$ cat src/rtl/ddr_cmd_pkg.sv
// Shared DDR4 command definitions: power states, decoded command codes and
// the {ras_n,cas_n,we_n} encodings used when act_n is high.
package ddr_cmd_pkg;

   typedef enum logic [1:0] {
      P_INIT   = 2'd0,
      P_ACTIVE = 2'd1,
      P_PD     = 2'd2,
      P_SR     = 2'd3
   } pwr_state_t;

   typedef enum logic [3:0] {
      CMD_DES,
      CMD_NOP,
      CMD_ACT,
      CMD_MRW,
      CMD_REF,
      CMD_PR,
      CMD_PRA,
      CMD_WR,
      CMD_WRA,
      CMD_RD,
      CMD_RDA,
      CMD_CFG,
      CMD_RFU
   } cmd_t;

   localparam logic [2:0] RCW_MRW = 3'b000;
   localparam logic [2:0] RCW_REF = 3'b001;
   localparam logic [2:0] RCW_PR  = 3'b010;
   localparam logic [2:0] RCW_RFU = 3'b011;
   localparam logic [2:0] RCW_WR  = 3'b100;
   localparam logic [2:0] RCW_RD  = 3'b101;
   localparam logic [2:0] RCW_CFG = 3'b110;
   localparam logic [2:0] RCW_NOP = 3'b111;

   // Commands that produce a command strobe and capture bg/ba/addr.
   function automatic logic is_strobe_cmd(cmd_t c);
      return c inside {CMD_ACT, CMD_MRW, CMD_REF, CMD_PR, CMD_PRA,
                       CMD_WR, CMD_WRA, CMD_RD, CMD_RDA, CMD_CFG};
   endfunction

endpackage

$ cat src/rtl/cmd_truth_table.sv
// Combinational DDR4 command truth table: raw pins in, decoded command out.
// Power state and CKE qualification are applied by the caller.
module cmd_truth_table
   import ddr_cmd_pkg::*;
(
   input  logic cs_n,
   input  logic act_n,
   input  logic ras_n,
   input  logic cas_n,
   input  logic we_n,
   input  logic a10,
   output cmd_t cmd
);

   // Decode pins; A10 selects the auto-precharge / all-bank variants.
   always_comb begin
      cmd = CMD_DES;
      if (!cs_n) begin
         if (!act_n) begin
            cmd = CMD_ACT;
         end else begin
            case ({ras_n, cas_n, we_n})
               RCW_MRW: cmd = CMD_MRW;
               RCW_REF: cmd = CMD_REF;
               RCW_PR:  cmd = a10 ? CMD_PRA : CMD_PR;
               RCW_RFU: cmd = CMD_RFU;
               RCW_WR:  cmd = a10 ? CMD_WRA : CMD_WR;
               RCW_RD:  cmd = a10 ? CMD_RDA : CMD_RD;
               RCW_CFG: cmd = CMD_CFG;
               default: cmd = CMD_NOP;
            endcase
         end
      end
   end

endmodule

$ cat src/rtl/cmd_decoder.sv
// DDR4 command decoder feeding TimingFSM: registers one-cycle command
// strobes, bg/ba/addr, CKE history and the power-state FSM.
//
// state    | meaning
// P_INIT   | after reset, pins ignored until cke goes high
// P_ACTIVE | normal operation, commands decoded
// P_PD     | power-down, left when cke rises (PDX + CKEH)
// P_SR     | self-refresh, left when cke rises (CKEH only)
module cmd_decoder
   import ddr_cmd_pkg::*;
#(
   parameter  int BGWIDTH   = 2,
   parameter  int BAWIDTH   = 2,
   parameter  int ADDRWIDTH = 17,
   localparam int BGW       = (BGWIDTH > 0) ? BGWIDTH : 1
) (
   input  logic                 clk,
   input  logic                 reset,
   input  logic                 cke,
   input  logic                 cs_n,
   input  logic                 act_n,
   input  logic                 ras_n,
   input  logic                 cas_n,
   input  logic                 we_n,
   input  logic [BGW-1:0]       bg_in,
   input  logic [BAWIDTH-1:0]   ba_in,
   input  logic [ADDRWIDTH-1:0] a_in,
   output logic [BGW-1:0]       bg,
   output logic [BAWIDTH-1:0]   ba,
   output logic [ADDRWIDTH-1:0] addr,
   output logic                 ACT,
   output logic                 BST,
   output logic                 CFG,
   output logic                 CKEH,
   output logic                 CKEL,
   output logic                 DPD,
   output logic                 DPDX,
   output logic                 MRR,
   output logic                 MRW,
   output logic                 PD,
   output logic                 PDX,
   output logic                 PR,
   output logic                 PRA,
   output logic                 RD,
   output logic                 RDA,
   output logic                 REF,
   output logic                 SRF,
   output logic                 WR,
   output logic                 WRA,
   output logic                 illegal_cmd,
   output logic [1:0]           pwr_state
);

   pwr_state_t           state;
   logic                 cke_q;
   cmd_t                 cmd;
   logic [ADDRWIDTH-1:0] act_addr;

   cmd_truth_table u_truth (
      .cs_n  (cs_n),
      .act_n (act_n),
      .ras_n (ras_n),
      .cas_n (cas_n),
      .we_n  (we_n),
      .a10   (a_in[10]),
      .cmd   (cmd)
   );

   // On ACT the ras_n/cas_n/we_n pins carry row bits A16..A14.
   generate
      if (ADDRWIDTH >= 17) begin : g_act_hi
         always_comb begin
            act_addr        = a_in;
            act_addr[16:14] = {ras_n, cas_n, we_n};
         end
      end else begin : g_act_lo
         assign act_addr = a_in;
      end
   endgenerate

   // Commands not present in DDR4.
   assign BST  = 1'b0;
   assign DPD  = 1'b0;
   assign DPDX = 1'b0;
   assign MRR  = 1'b0;

   assign pwr_state = state;

   // Power FSM, CKE history and registered strobes/address.
   always_ff @(posedge clk or posedge reset) begin
      if (reset) begin
         state       <= P_INIT;
         cke_q       <= 1'b0;
         bg          <= '0;
         ba          <= '0;
         addr        <= '0;
         ACT         <= 1'b0;
         CFG         <= 1'b0;
         CKEH        <= 1'b0;
         CKEL        <= 1'b0;
         MRW         <= 1'b0;
         PD          <= 1'b0;
         PDX         <= 1'b0;
         PR          <= 1'b0;
         PRA         <= 1'b0;
         RD          <= 1'b0;
         RDA         <= 1'b0;
         REF         <= 1'b0;
         SRF         <= 1'b0;
         WR          <= 1'b0;
         WRA         <= 1'b0;
         illegal_cmd <= 1'b0;
      end else begin
         cke_q       <= cke;
         ACT         <= 1'b0;
         CFG         <= 1'b0;
         CKEH        <= 1'b0;
         CKEL        <= 1'b0;
         MRW         <= 1'b0;
         PD          <= 1'b0;
         PDX         <= 1'b0;
         PR          <= 1'b0;
         PRA         <= 1'b0;
         RD          <= 1'b0;
         RDA         <= 1'b0;
         REF         <= 1'b0;
         SRF         <= 1'b0;
         WR          <= 1'b0;
         WRA         <= 1'b0;
         illegal_cmd <= 1'b0;

         case (state)
            P_INIT: begin
               if (cke) begin
                  CKEH  <= 1'b1;
                  state <= P_ACTIVE;
               end
            end

            P_ACTIVE: begin
               if (cke_q && !cke) begin
                  // The command sampled with the falling cke never executes.
                  CKEL <= 1'b1;
                  case (cmd)
                     CMD_REF: begin
                        SRF   <= 1'b1;
                        state <= P_SR;
                     end
                     CMD_NOP, CMD_DES: begin
                        PD    <= 1'b1;
                        state <= P_PD;
                     end
                     default: begin
                        illegal_cmd <= 1'b1;
                        state       <= P_PD;
                     end
                  endcase
               end else if (cke_q && cke) begin
                  case (cmd)
                     CMD_ACT: ACT         <= 1'b1;
                     CMD_MRW: MRW         <= 1'b1;
                     CMD_REF: REF         <= 1'b1;
                     CMD_PR:  PR          <= 1'b1;
                     CMD_PRA: PRA         <= 1'b1;
                     CMD_WR:  WR          <= 1'b1;
                     CMD_WRA: WRA         <= 1'b1;
                     CMD_RD:  RD          <= 1'b1;
                     CMD_RDA: RDA         <= 1'b1;
                     CMD_CFG: CFG         <= 1'b1;
                     CMD_RFU: illegal_cmd <= 1'b1;
                     default: ;
                  endcase
                  if (is_strobe_cmd(cmd)) begin
                     bg   <= bg_in;
                     ba   <= ba_in;
                     addr <= (cmd == CMD_ACT) ? act_addr : a_in;
                  end
               end
            end

            P_PD, P_SR: begin
               if (cmd != CMD_NOP && cmd != CMD_DES) begin
                  illegal_cmd <= 1'b1;
               end
               if (cke) begin
                  CKEH  <= 1'b1;
                  PDX   <= (state == P_PD);
                  state <= P_ACTIVE;
               end
            end

            default: state <= P_INIT;
         endcase
      end
   end

endmodule

$ cat config.mk
export PLATFORM = sky130hd
export DESIGN_NAME = cmd_decoder
export DESIGN_NICKNAME = d
export VERILOG_FILES = /design/src/rtl/ddr_cmd_pkg.sv /design/src/rtl/cmd_truth_table.sv /design/src/rtl/cmd_decoder.sv
export SDC_FILE = /design/constraint.sdc
export NUM_CORES = 1
export LEC_CHECK = 0
export BUFFER_PORTS_ARGS = -buffer_cell sky130_fd_sc_hd__buf_4
export CORE_ASPECT_RATIO = 1.4
export CORE_MARGIN = 2
export CORE_UTILIZATION = 53
export CTS_BUF_LIST = sky130_fd_sc_hd__clkbuf_4
export DETAILED_ROUTE_END_ITERATION = 8
export PLACE_DENSITY = 0.86
export SLEW_MARGIN = 20
export SYNTH_ARGS = -nofsm -noshare
export SYNTH_HDL_FRONTEND = slang
export SYNTH_HIERARCHICAL = 1
export SYNTH_SLANG_ARGS = --single-unit
$ cat constraint.sdc
create_clock -name clk -period 2.9 [get_ports clk]
set_input_delay 0.29 -clock clk [delete_from_list [all_inputs] [get_ports clk]]
set_output_delay 0.29 -clock clk [all_outputs]
set_load 0.01 [all_outputs]
# [Word-level counts from Yosys, hierarchy flattened]
# Cells that the tools add are included.
[op_classes] n_eq_ne=24 n_mux=68 n_bitwise=1 n_reduce_logical=15
[ops] op="two-way mux 1 bit" count=57
[ops] op="case mux 4 bit (7 select lines)" count=1
[ops] op="equality test 4 bit (second input constant)" count=5
[ops] op="two-way mux 17 bit" count=1
[ops] op="equality test 4 x 3 -> 1 bit (second input constant)" count=4
[ops] op="two-way mux 4 bit" count=3
[ops] op="nonzero test 10 bit" count=1
[ops] op="equality test 3 bit (second input constant)" count=3
[ops] op="equality test 4 x 2 -> 1 bit (second input constant)" count=2
[ops] op="two-way mux 2 bit" count=4
[ops] op="equality test 3 x 2 -> 1 bit (second input constant)" count=2
[ops] op="OR reduction 3 bit" count=2
[ops] op="equality test 2 bit (second input constant)" count=2
[ops] op="equality test 4 x 1 -> 1 bit (second input constant)" count=1
[ops] op="logical NOT 4 bit" count=1
[ops] op="!= test 4 x 1 -> 1 bit (second input constant)" count=1
[ops] op="case mux 2 bit (2 select lines)" count=1
[ops] op="AND reduction 4 bit" count=1
[ops] op="nonzero test 4 bit" count=1
[ops] op="OR reduction 2 bit" count=2
[ops] op="equality test 3 x 1 -> 1 bit (second input constant)" count=1
[ops] op="logical AND 1 bit" count=3
[ops] op="logical NOT 3 bit" count=1
[ops] op="equality test 2 x 1 -> 1 bit (second input constant)" count=1
[ops] op="other kinds (7)" count=7
[totals] register_bits=40 in_bits=29 out_inout_bits=43 wordCells=129

# [Depth between registers and ports, before layout]
[logic_depth] ltp_word=9 depth_mapped=8 ltp_nobuf=6

# [Hierarchy]
# Netlist, hierarchy kept.
[modules_own_cells] module="cmd_decoder" instances=1 cells_each=115 area_each_um2=1680.4 seq_area_each_um2=1001.0
[modules_own_cells] module="cmd_truth_table" instances=1 cells_each=18 area_each_um2=116.4 seq_area_each_um2=0.0

# [Worst setup path before layout]
# OpenSTA, ideal clock, no wires.
[synth_path] path_type="input-to-reg" start="input port cas_n" end="register addr[0]" setup_ps=125 arrival_ps=2058 required_ps=2775 setup_slack_ps=717 stages=6 path_buffers=1 path_cell_list="or3_1 a211oi_1 or3_4 nand3_4 buf_12 mux2_4"
[synth_via] elab_chain_cells=7 word_cells_on_any_way=22 classes_between="16 x eq/ne; 3 x mux; 3 x reduce/logical"
[synth_lines] element="from (decl)" line="cmd_decoder.sv:23" text="input logic cas_n,"
[synth_lines] element="equality test 3 bit (tied with other cells)" line="cmd_truth_table.sv:22" text="case ({ras_n, cas_n, we_n})"
[synth_lines] element="case mux 4 bit (7 select lines) *" line="cmd_truth_table.sv:22"
[synth_lines] element="two-way mux 4 bit *" line="cmd_truth_table.sv:19" text="if (!act_n) begin"
[synth_lines] element="two-way mux 4 bit *" line="cmd_truth_table.sv:18" text="if (!cs_n) begin"
[synth_lines] element="named net cmd[2]" line="cmd_decoder.sv:56" text="cmd_t cmd;"
[synth_lines] element="equality test 4 x 2 -> 1 bit (tied with other cells)" line="ddr_cmd_pkg.sv:39" text="return c inside {CMD_ACT, CMD_MRW, CMD_REF, CMD_PR, CMD_PRA,"
[synth_lines] element="nonzero test 10 bit *" line="ddr_cmd_pkg.sv:39"
[synth_lines] element="AND reduction 4 bit (no line) *"
[synth_lines] element="to (signal assigned)" line="cmd_decoder.sv:176" text="addr <= (cmd == CMD_ACT) ? act_addr : a_in;"
[synth_lines] element="to (decl)" line="cmd_decoder.sv:30" text="output logic [ADDRWIDTH-1:0] addr,"
# Mark *: on every way through the listed nets, which the timed path passes. The rest lies on a longest branch.
# A chain may end at the register's enable or synchronous reset.

# [Worst setup path after layout]
[layout_path] start="input port ras_n" end="register addr[2]"
[layout_via] elab_chain_cells=7 word_cells_on_any_way=22 classes_between="16 x eq/ne; 3 x mux; 3 x reduce/logical"
[layout_lines] element="from (decl)" line="cmd_decoder.sv:22" text="input logic ras_n,"
[layout_lines] element="equality test 3 bit (tied with other cells)" line="cmd_truth_table.sv:22"
[layout_lines] element="case mux 4 bit (7 select lines) *" line="cmd_truth_table.sv:22"
[layout_lines] element="two-way mux 4 bit *" line="cmd_truth_table.sv:19"
[layout_lines] element="two-way mux 4 bit *" line="cmd_truth_table.sv:18"
[layout_lines] element="named net cmd[3]" line="cmd_decoder.sv:56"
[layout_lines] element="equality test 4 x 2 -> 1 bit (tied with other cells)" line="ddr_cmd_pkg.sv:39"
[layout_lines] element="nonzero test 10 bit *" line="ddr_cmd_pkg.sv:39"
[layout_lines] element="AND reduction 4 bit (no line) *"
# Marks and branches as above.

==> summary.md <==
| Metric | Value |
|---|---|
| Core Region | `3316 sq um` |
| Final HPWL DP | `around 2900 um` |
| Gate Count Post-Synth | `133` |
| Fin. max-slew vios | `0` |
| F_max | `0.4774 GHz` |
| Max Root-Sink Buffers | `2` |
| Critical path class | `input pin to flip-flop` |
| Worst slew pin tran | `~0.79 ns` |
| Post-synthesis cell type count | `33` |
| Fin Hold WS | `0.05644 ns` |
| Met2 usage | `0.3800` |
| Area Growth Syn to Fin | `31.69%` |
| Dpl cell area | `2310 sq um` |
| Netlist Area Pre-Place | `1797 sq um` |
| Antenna viol nets, final | `0` |
| CTS tree | `done` |
| IO Count | `72` |
| Vias in the first global route | `approximately 1,300` |
| Max-Cap Viols | `0` |
| Drt wl/cell | `14.97 um` |
| Clock root buffer | `clkbuf_4` |
| CP max FO | `21` |
| Relative slew margins | `0.4698` |
| Seq/Total Area, Yosys | `0.5571` |
| PwrDens | `between 600 and 700 nW/um^2` |
| Final hold viol count | `0` |
| Antenna diodes | `0` |
| Die width | `53.21 um` |
| Pin count of the biggest net entering global routing | `a little over 40` |
| Post-CTS Setup Repair Bufs | `0` |
| GP Congestion | `between 0.7 and 0.8` |
| Outcome | `finished, final reports clean` |
| First-pass GRT wire length | `6030 um` |
| # H-tree levels | `2` |
| Crit share post-route | `0.7223` |
| Clock transition at path regs | `0.11 ns` |
| Hold crit path type | `input pin to async pin` |
| Hold Buf Count CTS | `0` |
| Vias post-DR | `1,260` |
| 1st-iter DRT viols | `20` |
| Cell row count | `25` |
| Met1 GRT Util | `0.2381` |
| Fillers | `239` |
| Grt ovf | `0` |
| Layout cells sized above 1 | `0.5192` |
| Crit path launch type | `input pin` |
| Skew-Pair Late Insertion Delay | `0.34 ns` |
| Nets@finish | `236` |
| Setup crit end kind | `flip-flop` |
| Post-route DRC violation count | `0` |
| Met3 Use GR | `0.04713` |
| Cts bufs inserted | `5` |
| Die area | `3878 sq um` |
| # setup viols final | `0` |
| Yosys warning total | `6` |
| Fin crit period | `2.095 ns` |
| Final Util | `0.7136` |
| Number of antenna violations at the first check in global routing | `0` |
| Worst EP arrival | `between 2 and 2.5 ns` |
| Drt first pass iters | `4` |
| Peak VDD IR | `0.4572 mV` |
| Grt peak-use layer | `met2` |
| R2r worst-path depth | `3` |
| TNS Setup | `0 ns` |
| RSZ-0062 raised after global routing | `no` |
| Die H | `72.89 um` |
| Initial Util | `0.5419` |
| Fin area | `2366 sq um` |
| Syn Area/Cell | `13.51 sq um` |
| Gates resized, CTS repair | `0` |
| Leakage | `0.001246 uW` |
| Drt total wl | `3713 um` |
| Yosys reg bits | `40` |
| Clock skew | `~0.0077 ns` |
| GRT Total Usage | `0.2174` |
| CP required | `3.12 ns` |
| # port buffers | `67` |
| Clk sinks | `40` |
| Post-DR vias/cell | `5.081` |
final timing paths:
kind                                   start  slack (ns)       end
worst max-delay path                   ras_n        0.81   addr[2]
worst min-delay path                   reset        0.06     bg[1]
worst max register to register  pwr_state[1]        1.18   addr[2]
worst min register to register      addr[13]        0.53  addr[13]
max in group asynchronous              reset        2.50   addr[2]
min in group clk                         cke        0.09     cke_q
state kept, by name, summed over array words and instances (netlist names):
register,flops
WR,1
PDX,1
PR,1
bg,2
CFG,1
CKEH,1
SRF,1
PRA,1
CKEL,1
illegal_cmd,1
cke_q,1
ba,2
WRA,1
pwr_state,2
RDA,1
REF,1
ACT,1
RD,1
MRW,1
addr,17
PD,1
power breakdown:
| part | switching, uW | total (uW) | leakage (uW) | internal, uW |
|---|---|---|---|---|
| clock network | 164 | 276 | 0.0000338 | 112 |
| registers | 78.8 | 760 | 0.000507 | 681 |
| logic | 210 | 556 | 0.000705 | 346 |
area by class of cell:
type,instances,area [sq um],share of cell area
clock buffer,7,52.55,0.02221
timing repair buffer,71,533.0,0.2253
clock inverter,1,3.754,0.001586
inverter,6,22.52,0.009519
multi-input combinational,83,703.2,0.2972
sequential,40,1001,0.4231
tap,40,50.05,0.02115
logic make-up (layout without fill, tap and decap cells):
logic type / after synthesis / in the layout / share of synthesized area
buffers and inverters: 13 / 85 / 0.05780
DFF: 40 / 40 / 0.5571
AOI/OAI and AO/OA: 12 / 12 / 0.04109
xor gates and xnor gates: 1 / 1 / 0.004876
muxes: 24 / 24 / 0.1922
other: 1 / 4 / 0.002087
and+or+nand+nor: 42 / 42 / 0.1449
per-stage QoR:
stage               total power [uW]  instances  worst slack (ns)
finish                          1592        248            0.8054
global route                    1685        248            0.6765
CTS                             1619        248            0.8051
detailed placement              1334        240            0.4576
global placement                1301        240            0.6117
floorplan                       1056        136            0.7174
cell usage in the layout, fill, tap and decap left out, types with 2 or more instances in the layout:
| cell | n |
|---|---|
| clkbuf_4 | 7 |
| nand2b_1 | 6 |
| a211oi_1 | 2 |
| nand3b_1 | 2 |
| nor2_1 | 11 |
| nor3b_1 | 2 |
| mux2_4 | 20 |
| buf_4 | 71 |
| dfrtp_1 | 40 |
| conb_1 | 4 |
| o21ai_0 | 2 |
| inv_1 | 6 |
| mux2_2 | 4 |
| nor3_1 | 3 |
| a21oi_1 | 5 |
| nand2_1 | 6 |
per-layer routing:
layer	share of wire	up-vias
met5	0	-
met4	0.029	0
met3	0.060	8
met2	0.56	51
met1	0.35	609
li1	-	592
synth_stat cells:
cell type	instances	area (sq um)
a211oi_1	2	15.01
a21oi_1	5	25.02
and2_1	1	6.260
buf_4	4	30.03
or2b_1	1	7.510
a221oi_1	1	8.760
and2b_2	1	8.760
inv_1	6	22.52
a22oi_1	1	7.510
buf_6	1	11.26
nor2b_1	1	6.260
a21o_1	1	7.510
buf_12	2	40.04
o21ai_0	2	10.01
nand4bb_1	1	11.26
or2_2	1	6.260
xnor2_1	1	8.760
and4b_2	1	11.26
nor2_1	11	41.29
mux2_4	20	300.3
nand3b_1	2	15.01
nor4b_2	1	15.01
or3_1	1	6.260
nand2_1	6	22.52
nor3b_1	2	15.01
nand2b_1	6	37.54
conb_1	1	3.750
dfrtp_1	40	1001
nor3_1	3	15.01
or3_4	1	11.26
nor4_1	1	6.260
mux2_2	4	45.04
nand3_4	1	17.52
critical path, cell delays in order:
cell and delay (ns):
buf_4 0.12, inv_1 0.06, xnor2_1 0.12, nor3b_1 0.66, or3_4 0.29, nand3_4 0.34, mux2_4 0.43
Note: power is estimated with default switching activity, not from simulation.
